`src/rtl/rv_pkg.sv`:
```
// Shared decode-stage definitions: datapath widths, divide-tracking FSM encoding
// and the register source-match helper used by the hazard logic.
package rv_pkg;

  localparam int XLEN       = 32;
  localparam int REG_ADDR_W = 5;

  localparam logic [1:0] DHC_IDLE = 2'd0;
  localparam logic [1:0] DHC_BUSY = 2'd1;
  localparam logic [1:0] DHC_HOLD = 2'd2;

  typedef enum logic [1:0] {
    ST_IDLE = DHC_IDLE,
    ST_BUSY = DHC_BUSY,
    ST_HOLD = DHC_HOLD
  } dhc_state_e;

  // True when the decode instruction actually reads register r through either source port.
  function automatic logic src_match(input logic                  use_rs1,
                                     input logic [REG_ADDR_W-1:0] rs1,
                                     input logic                  use_rs2,
                                     input logic [REG_ADDR_W-1:0] rs2,
                                     input logic [REG_ADDR_W-1:0] r);
    return (use_rs1 && (rs1 == r)) || (use_rs2 && (rs2 == r));
  endfunction

endpackage

```
`src/rtl/decode_hazard_ctrl.sv`:
```
// Decode-stage hazard controller: load-use and divide stalls, divider launch,
// and arbitration of the single register-file write port.
module decode_hazard_ctrl
  import rv_pkg::*;
(
  input  logic                  clk,
  input  logic                  rst,
  input  logic                  id_valid,
  input  logic                  id_flush,
  input  logic [REG_ADDR_W-1:0] id_rs1,
  input  logic [REG_ADDR_W-1:0] id_rs2,
  input  logic [REG_ADDR_W-1:0] id_rd,
  input  logic                  id_use_rs1,
  input  logic                  id_use_rs2,
  input  logic                  id_wr_rd,
  input  logic                  id_is_div,
  input  logic                  ex_valid,
  input  logic                  ex_mem_read,
  input  logic [REG_ADDR_W-1:0] ex_rd,
  input  logic                  wb_wr_en,
  input  logic [REG_ADDR_W-1:0] wb_wr_addr,
  input  logic [XLEN-1:0]       wb_wr_data,
  input  logic                  div_done,
  input  logic [XLEN-1:0]       div_result,
  output logic                  stall_id,
  output logic                  div_start,
  output logic                  div_busy,
  output logic                  rf_wr_en,
  output logic [REG_ADDR_W-1:0] rf_wr_addr,
  output logic [XLEN-1:0]       rf_wr_data
);

  dhc_state_e            state, state_nxt, eff_state;
  logic                  pend_v, pend_v_nxt, eff_pend_v;
  logic [REG_ADDR_W-1:0] pend_rd, pend_rd_nxt;
  logic [XLEN-1:0]       buf_data, buf_data_nxt;
  logic                  load_use, div_haz, struct_haz;
  logic                  div_wr, hold_wr;

  // While reset is held the registers may still carry a stale divide, so outputs see a clean IDLE.
  assign eff_state  = rst ? ST_IDLE : state;
  assign eff_pend_v = pend_v & ~rst;

  assign load_use   = ex_valid & ex_mem_read & (ex_rd != '0) &
                      src_match(id_use_rs1, id_rs1, id_use_rs2, id_rs2, ex_rd);
  assign div_haz    = eff_pend_v & (pend_rd != '0) &
                      (src_match(id_use_rs1, id_rs1, id_use_rs2, id_rs2, pend_rd) |
                       (id_wr_rd & (id_rd == pend_rd)));
  assign struct_haz = id_is_div & (eff_state != ST_IDLE);

  assign stall_id  = id_valid & (load_use | div_haz | struct_haz);
  assign div_start = id_valid & ~stall_id & ~id_flush & id_is_div & ~rst;
  assign div_busy  = (eff_state != ST_IDLE);

  always_comb begin
    state_nxt    = state;
    pend_v_nxt   = pend_v;
    pend_rd_nxt  = pend_rd;
    buf_data_nxt = buf_data;
    div_wr       = 1'b0;
    hold_wr      = 1'b0;
    case (eff_state)
      ST_IDLE: begin
        if (div_start) begin
          state_nxt   = ST_BUSY;
          pend_rd_nxt = id_rd;
          pend_v_nxt  = (id_rd != '0);
        end
      end
      ST_BUSY: begin
        if (div_done) begin
          if (!wb_wr_en) begin
            div_wr     = pend_v;
            pend_v_nxt = 1'b0;
            state_nxt  = ST_IDLE;
          end else begin
            buf_data_nxt = div_result;
            state_nxt    = ST_HOLD;
          end
        end
      end
      ST_HOLD: begin
        if (!wb_wr_en) begin
          hold_wr    = pend_v;
          pend_v_nxt = 1'b0;
          state_nxt  = ST_IDLE;
        end
      end
      default: state_nxt = ST_IDLE;
    endcase
  end

  always_ff @(posedge clk) begin
    if (rst) begin
      state    <= ST_IDLE;
      pend_v   <= 1'b0;
      pend_rd  <= '0;
      buf_data <= '0;
    end else begin
      state    <= state_nxt;
      pend_v   <= pend_v_nxt;
      pend_rd  <= pend_rd_nxt;
      buf_data <= buf_data_nxt;
    end
  end

  // Writeback always owns the port; a late divide result only takes an otherwise idle cycle.
  always_comb begin
    rf_wr_en   = wb_wr_en;
    rf_wr_addr = wb_wr_addr;
    rf_wr_data = wb_wr_data;
    if (!wb_wr_en) begin
      if (div_wr) begin
        rf_wr_en   = 1'b1;
        rf_wr_addr = pend_rd;
        rf_wr_data = div_result;
      end else if (hold_wr) begin
        rf_wr_en   = 1'b1;
        rf_wr_addr = pend_rd;
        rf_wr_data = buf_data;
      end
    end
  end

endmodule

```
`config.mk`:
```
export PLATFORM = sky130hd
export DESIGN_NAME = decode_hazard_ctrl
export DESIGN_NICKNAME = d
export VERILOG_FILES = /design/src/rtl/rv_pkg.sv /design/src/rtl/decode_hazard_ctrl.sv
export SDC_FILE = /design/constraint.sdc
export NUM_CORES = 1
export LEC_CHECK = 0
export BUFFER_PORTS_ARGS = -buffer_cell sky130_fd_sc_hd__clkbuf_2
export CAP_MARGIN = 25
export CORE_UTILIZATION = 49
export CTS_CLUSTER_DIAMETER = 200
export DETAILED_ROUTE_END_ITERATION = 8
export HOLD_SLACK_MARGIN = 0.02
export PLACE_DENSITY_LB_ADDON = 0.08
export SYNTH_ARGS = -nofsm -noshare
export SYNTH_HDL_FRONTEND = slang
export SYNTH_SLANG_ARGS = --single-unit
```
`constraint.sdc`:
```
create_clock -name clk -period 3.7 [get_ports clk]
set_clock_uncertainty 0.05 [all_clocks]
set_input_delay 0.74 -clock clk [delete_from_list [all_inputs] [get_ports clk]]
set_output_delay 0.74 -clock clk [all_outputs]
set_load 0.02 [all_outputs]
```
==> results.toml, run 1 <==
[clock_network]
htree_levels = 2
clock_sinks = 40
cts_buffers = 5
ctsResizeCount = 0
cts_max_path_buffers = 2
cts_root_buf = "clkbuf_8"
cts_tree = "done"
hold_buffers = 0
clkTransAtPathRegs_ns = 0.08
post_cts_buffers = 0
clk_latency_ns = 0.28

[synth]
yosysMostFrequentCell = "a21oi_1"
avgSynthCellArea_um2 = 7.39
syn-cell-area_um2 = 2700
synth_commonest_cells = "a21oi_1 (72), nand2_1 (71), dfxtp_1 (40), nor2_1 (35), mux2i_1 (33)"
syn_nets = 470
synth_ff_type = "dfxtp_1"
yosysSeqAreaShare_pct = 29.7
synthCells = 365
ys_ff_latch = 40
synth_top_area_cell = "dfxtp_1"
synth_top_cell_area_share_pct = 29.7
ys_top_cells_by_area = "dfxtp_1 (30%), a21oi_1 (13%), mux2i_1 (12%), nand2_1 (9.9%), nor2_1 (4.9%)"
synth_edf_count = 0
yosysWarnings = 0
yosysUniqueCellTypes = 39
synth-async-reset-ratio_pct = 0

[route]
drtIter0Drc = 86
drcViolationCount = 0
drt_wl_total_um = 6740
antenna_left = 0
wl_per_cell_um = 11.9
firstDrtPassIters = 4
detail_route.vias_per_cell = 5.16
num_vias = 2916

[global_route]
grt_max_degree = 37
grt_pass1_wl_um = 11200
grt_usage_pct = 23.2
antenna_found_initial = 0
grt-ovfl-total = 0
grt_pass1_vias = 2623

[critical_path]
path_max_fanout = 8
critPathCaptureType = "primary output"
worstSetupPathType = "in -> out"
worst_ep_required_time_ns = 2.91
path_delay_family = "simple AND/OR/NAND/NOR gates"
worst_path_max_delay_cell = "nor4_1"
worst-path-buf-inv = 3
startpoint_type = "input port"
arrival_ns = 2.39
crit_top_cell = "clkbuf_2"
slowest_delay_ns = 0.37
path_cells = "clkbuf_2 -> nand2b_1 -> ha_1 -> inv_1 -> nor4_1 -> a21bo_4 -> nor2_1 -> clkbuf_2"

[pwr]
p_leak_uw = 0.00182
total_power_uw = 997
power-per-cell-area_nw_per_um2 = 280
ir_worst_vdd_mv = 0.252

[timing]
setup-violations-final = 0
grt_setup_unrepaired = "false"
relSlewSlack_pct = 53.4
layout_setup_ws_ns = 0.520
clock.fmax_mhz = 314
period_minus_slack_ns = 3.18
worst_slew_pin_slew_ns = 0.699
hold_viol_final = 0
drv_slew = 0
fin_setup_tns_ns = 0
min_period_over_period_pct = 85.9

[layout]
nFillCells = 489
drive_gt1_share_pct = 34.7
syn_to_final_growth_pct = 32.1
fin_cells = 565
fin_nets = 599
multi_input_area_um2 = 1770
diodes = 0
regArea_um2 = 801
post-route-util_pct = 68.5

[placement]
portBuffers = 141
dpl.hpwl_um = 5350
post-place-ws_ns = 0.565
placedCellCount = 557
gp_congestion = 0.840

[die]
rows = 26
initial_core_util_pct = 51.8
die-height_um = 76.2
die_area_um2 = 5810
die_x_um = 76.2
core_area_um2 = 5200
num_io_pins = 142

[min_path]
hold_class = "reg -> reg"

[run]
cap_viol_max_count = 0

[outcome]
status = "completed"
## layout by cell type, fill, tap and decap left out, types with 3 or more instances in the layout
| cell type | synthesis | layout |
|---|---|---|
| nand2_1 | 71 | 70 |
| ha_1 | 4 | 4 |
| nor4_1 | 5 | 5 |
| dfxtp_1 | 40 | 40 |
| nor2b_1 | 3 | 3 |
| nor2_1 | 35 | 35 |
| o21ai_0 | 5 | 5 |
| mux2i_1 | 33 | 33 |
| inv_1 | 4 | 4 |
| buf_4 | 0 | 8 |
| a21oi_1 | 72 | 72 |
| xnor2_1 | 13 | 13 |
| xor2_1 | 12 | 12 |
| mux2_2 | 5 | 5 |
| clkbuf_2 | 0 | 141 |
| clkbuf_8 | 1 | 6 |
| nand3_1 | 10 | 9 |
## metrics by stage
step	area, um^2	hold slack (ns)
after detailed placement	3440	0.397
after CTS	3560	0.407
after floorplan	2700	0.386
after global routing	3560	0.425
final	3560	0.405
after global placement	3440	0.393
## metal layers
metal | vias up | wire, um | GRT usage (%)
met4 | 0 | 77 | 6.35
li1 | 1505 | - | -
met5 | - | 0 | 0
met3 | 8 | 375 | 4.55
met2 | 110 | 3290 | 42.6
met1 | 1293 | 2990 | 27.2
## worst paths after layout
kind	to	slack, ns	start	cells past startpoint
setup / recovery	div_start	0.52	rst	8
hold / removal	buf_data[19]	0.41	buf_data[19]	2
setup reg to reg	state[0]	1.44	state[0]	8
hold reg to reg	buf_data[19]	0.41	buf_data[19]	2
## cell families (layout without fill, tap and decap cells)
| group | after synthesis | in the layout | share of synthesized area [%] |
|---|---|---|---|
| DFF | 40 | 40 | 29.7 |
| xor gates and xnor gates | 25 | 25 | 8.12 |
| adders and majority gates | 4 | 4 | 1.86 |
| AOI/OAI and AO/OA | 92 | 92 | 20.0 |
| buffers and inverters | 31 | 161 | 4.87 |
| muxes | 38 | 38 | 14.3 |
| and+or+nand+nor | 135 | 135 | 21.2 |
## tightest hold or removal path, delay by kind of cell, from the launching register on
family / cells / cell delay (ns)
simple gates: 1 / 0.05
flops: 1 / 0.31
compound gates: 1 / 0.05
## sequential cells by signal, summed over array words and instances, names as in the netlist
register and count:
state 2, pend_rd 5, pend_v 1, buf_data 32
## layout make-up
class	instances	share of cell area, %
clock buffer	6	2.32
clock inverter	2	1.09
inverter	4	0.421
multi-input combinational	294	49.8
sequential	40	22.5
tap	70	2.46
timing repair buffer	149	21.5
## power by group
group          switching [uW]  leakage [uW]  internal [uW]
sequential               3.74      0.000323            434
clock                     147     0.0000614            221
combinational             101       0.00144           91.3
No activity file was read; power rests on OpenSTA's default activity.
==> inputs of run 2 (changes only) <==
--- a/config.mk
+++ b/config.mk
@@ -7,9 +7,11 @@
 export LEC_CHECK = 0
 export BUFFER_PORTS_ARGS = -buffer_cell sky130_fd_sc_hd__clkbuf_2
 export CAP_MARGIN = 25
-export CORE_UTILIZATION = 49
+export CORE_MARGIN = 5
+export CORE_UTILIZATION = 40
 export CTS_CLUSTER_DIAMETER = 200
 export DETAILED_ROUTE_END_ITERATION = 8
+export GPL_TIMING_DRIVEN = 0
 export HOLD_SLACK_MARGIN = 0.02
 export PLACE_DENSITY_LB_ADDON = 0.08
 export SYNTH_ARGS = -nofsm -noshare
==> run 2 against run 1 <==
Against the previous run:
- maximum frequency down 7.8%
- register-to-register slack better by 0.09 ns
- combinational power increased by 2%
- flip-flop and latch count unchanged
- worst setup slack worse by 0.27 ns
==> results.toml, run 2 (synthesis gave the netlist of run 1 again) <==
[outcome]
status = "completed"

[clock_network]
clock_sinks = 40
hold_buffers = 0
ctsResizeCount = 0
clkTransAtPathRegs_ns = 0.08
cts_buffers = 5
cts_root_buf = "clkbuf_8"
cts_tree = "done"
htree_levels = 2
cts_max_path_buffers = 2
post_cts_buffers = 0
clk_latency_ns = 0.29

[die]
initial_core_util_pct = 40.4
die_x_um = 92.1
rows = 30
num_io_pins = 142
die_area_um2 = 8490
core_area_um2 = 6680
die-height_um = 92.1

[layout]
layout_commonest_cell = "clkbuf_2"
multi_input_area_um2 = 1770
regArea_um2 = 801
max_flop_register = "buf_data"
diodes = 0
syn_to_final_growth_pct = 33.7
final_cell_mix = "clkbuf_2 (140), a21oi_1 (72), nand2_1 (71)"
post-route-util_pct = 54.0
top_regs = "buf_data x32, pend_rd x5, state x2"
largest_reg_flops = 32
drive_gt1_share_pct = 32.2
nFillCells = 676
fin_nets = 617

[timing]
drv_slew = 0
clock.fmax_mhz = 290
hold_viol_final = 0
setup-violations-final = 0
relSlewSlack_pct = 65.8
min_period_over_period_pct = 93.2
period_minus_slack_ns = 3.45
layout_setup_ws_ns = 0.252
grt_setup_unrepaired = "false"
worst_slew_pin_slew_ns = 0.512
fin_setup_tns_ns = 0

[route]
detail_route.vias_per_cell = 5.09
wl_per_cell_um = 13.6
drt_wl_total_um = 8060
drtIter0Drc = 62
antenna_left = 0
firstDrtPassIters = 4
num_vias = 3016
drcViolationCount = 0

[critical_path]
worst_r2r_path_depth = 8
worstSetupEndpoint = "rf_wr_data[10]"
path_max_fanout = 10
worst_path_max_delay_cell = "clkbuf_1"
startpoint_type = "input port"
worstSetupPathType = "in -> out"
slowest_delay_ns = 0.42
crit_top_cell = "clkbuf_1"
worst_ep_required_time_ns = 2.91
r2r_end = "state[1]"
timing.rr.start = "state[0]"
r2r_slack_ns = 1.53
path_cells = "clkbuf_8 -> nand2b_1 -> ha_1 -> nand3_1 -> clkbuf_1 -> clkbuf_1 -> nor2_1 -> a21oi_1 -> clkbuf_2"
critPathCaptureType = "primary output"
arrival_ns = 2.66
critPathLaunch = "rst"

[global_route]
grt_pass1_wl_um = 13200
grt_pass1_vias = 2874
grt_usage_pct = 19.0
antenna_found_initial = 0
grt-ovfl-total = 0
grt_max_degree = 13

[pwr]
ir_worst_vdd_mv = 0.161
total_power_uw = 983
p_leak_uw = 0.00182
power-per-cell-area_nw_per_um2 = 273

[placement]
dpl.hpwl_um = 6480
gp_congestion = 0.780
portBuffers = 140
post-place-ws_ns = 0.205

[run]
cap_viol_max_count = 0

[min_path]
hold_class = "reg -> reg"
-- run 2: cell types whose count changed in the layout (fill, tap and decap cells not counted), moves of 2 or more --
cell,previous run,this run
buf_1,0,2
clkbuf_1,0,21
buf_4,8,0
buf_2,0,4
-- run 2: worst min-delay path by stage --
stage | start | endpoint | slack (ns) | cells after the start
3_5_place_dp | buf_data[16] | buf_data[16] | 0.40 | 2
4_1_cts | buf_data[16] | buf_data[16] | 0.41 | 2
2_1_floorplan | buf_data[0] | buf_data[0] | 0.39 | 2
6_report | buf_data[14] | buf_data[14] | 0.41 | 2
3_3_place_gp | buf_data[25] | buf_data[25] | 0.39 | 2
5_1_grt | buf_data[6] | buf_data[6] | 0.43 | 2
-- run 2: critical path: cells and delay by family --
kind                       cells  cell delay, ns
and+or+nand+nor                3            0.37
buffers and inverters          4            1.09
AOI/OAI and AO/OA              1            0.17
adders and majority gates      1            0.27
-- run 2: per-layer routing --
| layer | wire [um] | up-vias | global-route usage, % | share of wire (%) |
|---|---|---|---|---|
| met5 | 0 | - | 0 | 0 |
| met4 | 148 | 0 | 6.81 | 1.8 |
| met3 | 654 | 14 | 5.50 | 8.1 |
| met2 | 3710 | 99 | 31.1 | 46 |
| met1 | 3550 | 1361 | 23.7 | 44 |
| li1 | - | 1542 | - | - |
-- run 2: power breakdown --
group          internal [uW]  switching, uW
Combinational           92.0            105
Sequential               434           1.37
Clock                    200            151
Total                    726            257
-- run 2: through the flow --
stage          std cells  hold WS, ns  instance area, um^2
6_report             593        0.406                 3610
5_1_grt              593        0.428                 3610
4_1_cts              593        0.408                 3610
3_5_place_dp         585        0.396                 3500
3_3_place_gp         585        0.392                 3500
2_1_floorplan        365        0.386                 2700
-- run 2: final cells by class --
class / count / area share (%)
multi-input combinational: 294 / 49.0
sequential: 40 / 22.2
timing repair buffer: 140 / 19.4
buffer: 27 / 3.23
tap: 80 / 2.78
clock buffer: 6 / 2.01
clock inverter: 2 / 0.972
inverter: 4 / 0.416
==> inputs of run 3 (changes only) <==
==> constraint.sdc (replaced) <==
create_clock -name clk -period 3.7 [get_ports clk]
set_clock_uncertainty 0.05 [all_clocks]
set_input_delay 0.74 -clock clk [delete_from_list [all_inputs] [get_ports clk]]
set_output_delay 0.74 -clock clk [all_outputs]
set_load 0.1 [all_outputs]
==> run 3 against run 2 <==
Against the previous run:
- clock power decreased by 13%
- critical path type unchanged
- largest power group unchanged
- largest cell class unchanged
- flip-flop and latch count unchanged
- die area unchanged
==> results.toml, run 3 (synthesis gave the netlist of run 1 again) <==
[layout]
nFillCells = 668
fin_nets = 617
layout_commonest_cell = "clkbuf_2"
diodes = 0
top_regs = "buf_data x32, pend_rd x5, state x2"
multi_input_area_um2 = 1890
fin_area_um2 = 3790
syn_to_final_growth_pct = 40.5
max_flop_register = "buf_data"
drive_gt1_share_pct = 39.6
largest_reg_flops = 32
final_cell_mix = "clkbuf_2 (116), nand2_1 (71), a21oi_1 (42)"
regArea_um2 = 801

[die]
die_x_um = 92.1
core_area_um2 = 6680
num_io_pins = 142
initial_core_util_pct = 40.4
die-height_um = 92.1
rows = 30
die_area_um2 = 8490

[critical_path]
worst_ep_required_time_ns = 2.91
path_max_fanout = 10
startpoint_type = "input port"
arrival_ns = 2.76
timing.rr.start = "state[0]"
slowest_delay_ns = 0.43
worstSetupPathType = "in -> out"
r2r_slack_ns = 1.57
path_cells = "clkbuf_8 -> nand2b_1 -> ha_1 -> nand3_1 -> clkbuf_1 -> clkbuf_2 -> nor2_1 -> a21oi_2 -> buf_2"
critPathCaptureType = "primary output"
worst_r2r_path_depth = 8
worst_path_max_delay_cell = "buf_2"
r2r_end = "state[1]"

[timing]
clock.fmax_mhz = 282
grt_setup_unrepaired = "false"
drv_slew = 0
setup-violations-final = 0
min_period_over_period_pct = 95.9
layout_setup_ws_ns = 0.151
fin_setup_tns_ns = 0
period_minus_slack_ns = 3.55
hold_viol_final = 0
relSlewSlack_pct = 63.9
worst_slew_pin_slew_ns = 0.545

[clock_network]
clkTransAtPathRegs_ns = 0.08
clk_latency_ns = 0.30
cts_max_path_buffers = 2
hold_buffers = 0
cts_buffers = 5
cts_root_buf = "clkbuf_8"
htree_levels = 2
post_cts_buffers = 0
cts_tree = "done"
clock_sinks = 40

[route]
num_vias = 2997
drcViolationCount = 0
drt_wl_total_um = 8160
drtIter0Drc = 73
detail_route.vias_per_cell = 5.05
firstDrtPassIters = 5
wl_per_cell_um = 13.8
antenna_left = 0

[min_path]
hold_class = "reg -> reg"
whs_path_depth = 2
hold-path-endpoint = "buf_data[26]"
worstHoldStart = "buf_data[26]"

[global_route]
grt_max_degree = 13
grt-ovfl-total = 0
antenna_found_initial = 0
grt_usage_pct = 19.2
grt_pass1_wl_um = 13300
grt_pass1_vias = 2802

[pwr]
power-per-cell-area_nw_per_um2 = 288
ir_worst_vdd_mv = 0.159
p_leak_uw = 0.00185

[placement]
gp_congestion = 0.822
place_area_um2 = 3620
portBuffers = 140
dpl.hpwl_um = 6620
post-place-ws_ns = -0.117

[outcome]
status = "completed"

[run]
cap_viol_max_count = 0
run 3: repair_timing:
| item | 4_1_cts | 5_1_grt |
|---|---|---|
| setup endpoints to repair | 30 | 23 |
| hold endpoints to repair | 0 | 0 |
| cloned | 0 | 0 |
| gates resized for setup | 29 | 9 |
run 3: area by class of cell:
cell class / instances / share of cell area [%]
clock inverter: 1 / 0.198
tap: 80 / 2.64
multi-input combinational: 294 / 49.8
clock buffer: 7 / 2.28
timing repair buffer: 140 / 20.3
buffer: 27 / 3.27
sequential: 40 / 21.1
inverter: 4 / 0.396
run 3: worst max path at each step:
stage	end	slack (ns)	depth (start not counted)	from
2_1_floorplan	rf_wr_data[25]	-0.32	7	rst
3_3_place_gp	rf_wr_data[9]	-0.06	8	rst
3_5_place_dp	rf_wr_data[11]	-0.12	8	rst
4_1_cts	rf_wr_data[19]	0.05	8	rst
5_1_grt	rf_wr_data[28]	0.02	9	rst
6_report	rf_wr_data[3]	0.15	9	rst
run 3: per-layer routing:
layer	GRT usage [%]	share of wire (%)	up-vias	wire length, um
met4	6.31	1.1	0	89
met3	4.92	8.2	9	670
met2	30.0	46	109	3770
li1	-	-	1549	-
met5	0	0	-	0
met1	25.7	45	1330	3640
run 3: metrics by stage:
| stage | std cells | power, uW | util (%) | hold slack, ns |
|---|---|---|---|---|
| global route | 593 | 1150 | 56.7 | 0.426 |
| CTS | 593 | 1100 | 56.6 | 0.407 |
| finish | 593 | 1090 | 56.7 | 0.406 |
| detailed placement | 585 | 790 | 54.2 | 0.396 |
| global placement | 585 | 788 | 54.2 | 0.392 |
| floorplan | 365 | 693 | - | 0.386 |
run 3: where the power goes:
group | total (uW) | leakage, uW | internal [uW] | switching [uW]
Sequential | 435 | 0.000323 | 434 | 1.39
Combinational | 352 | 0.00148 | 105 | 247
Clock | 305 | 0.0000445 | 152 | 154
Total | 1090 | 0.00185 | 690 | 402
run 3: worst max-delay path: cells and delay by family:
kind                     cells  cell delay, ns
adder cells (fa/ha/maj)      1            0.27
AND/OR/NAND/NOR              3            0.38
AO/OA/AOI/OAI                1            0.10
buffers and inverters        4            1.25
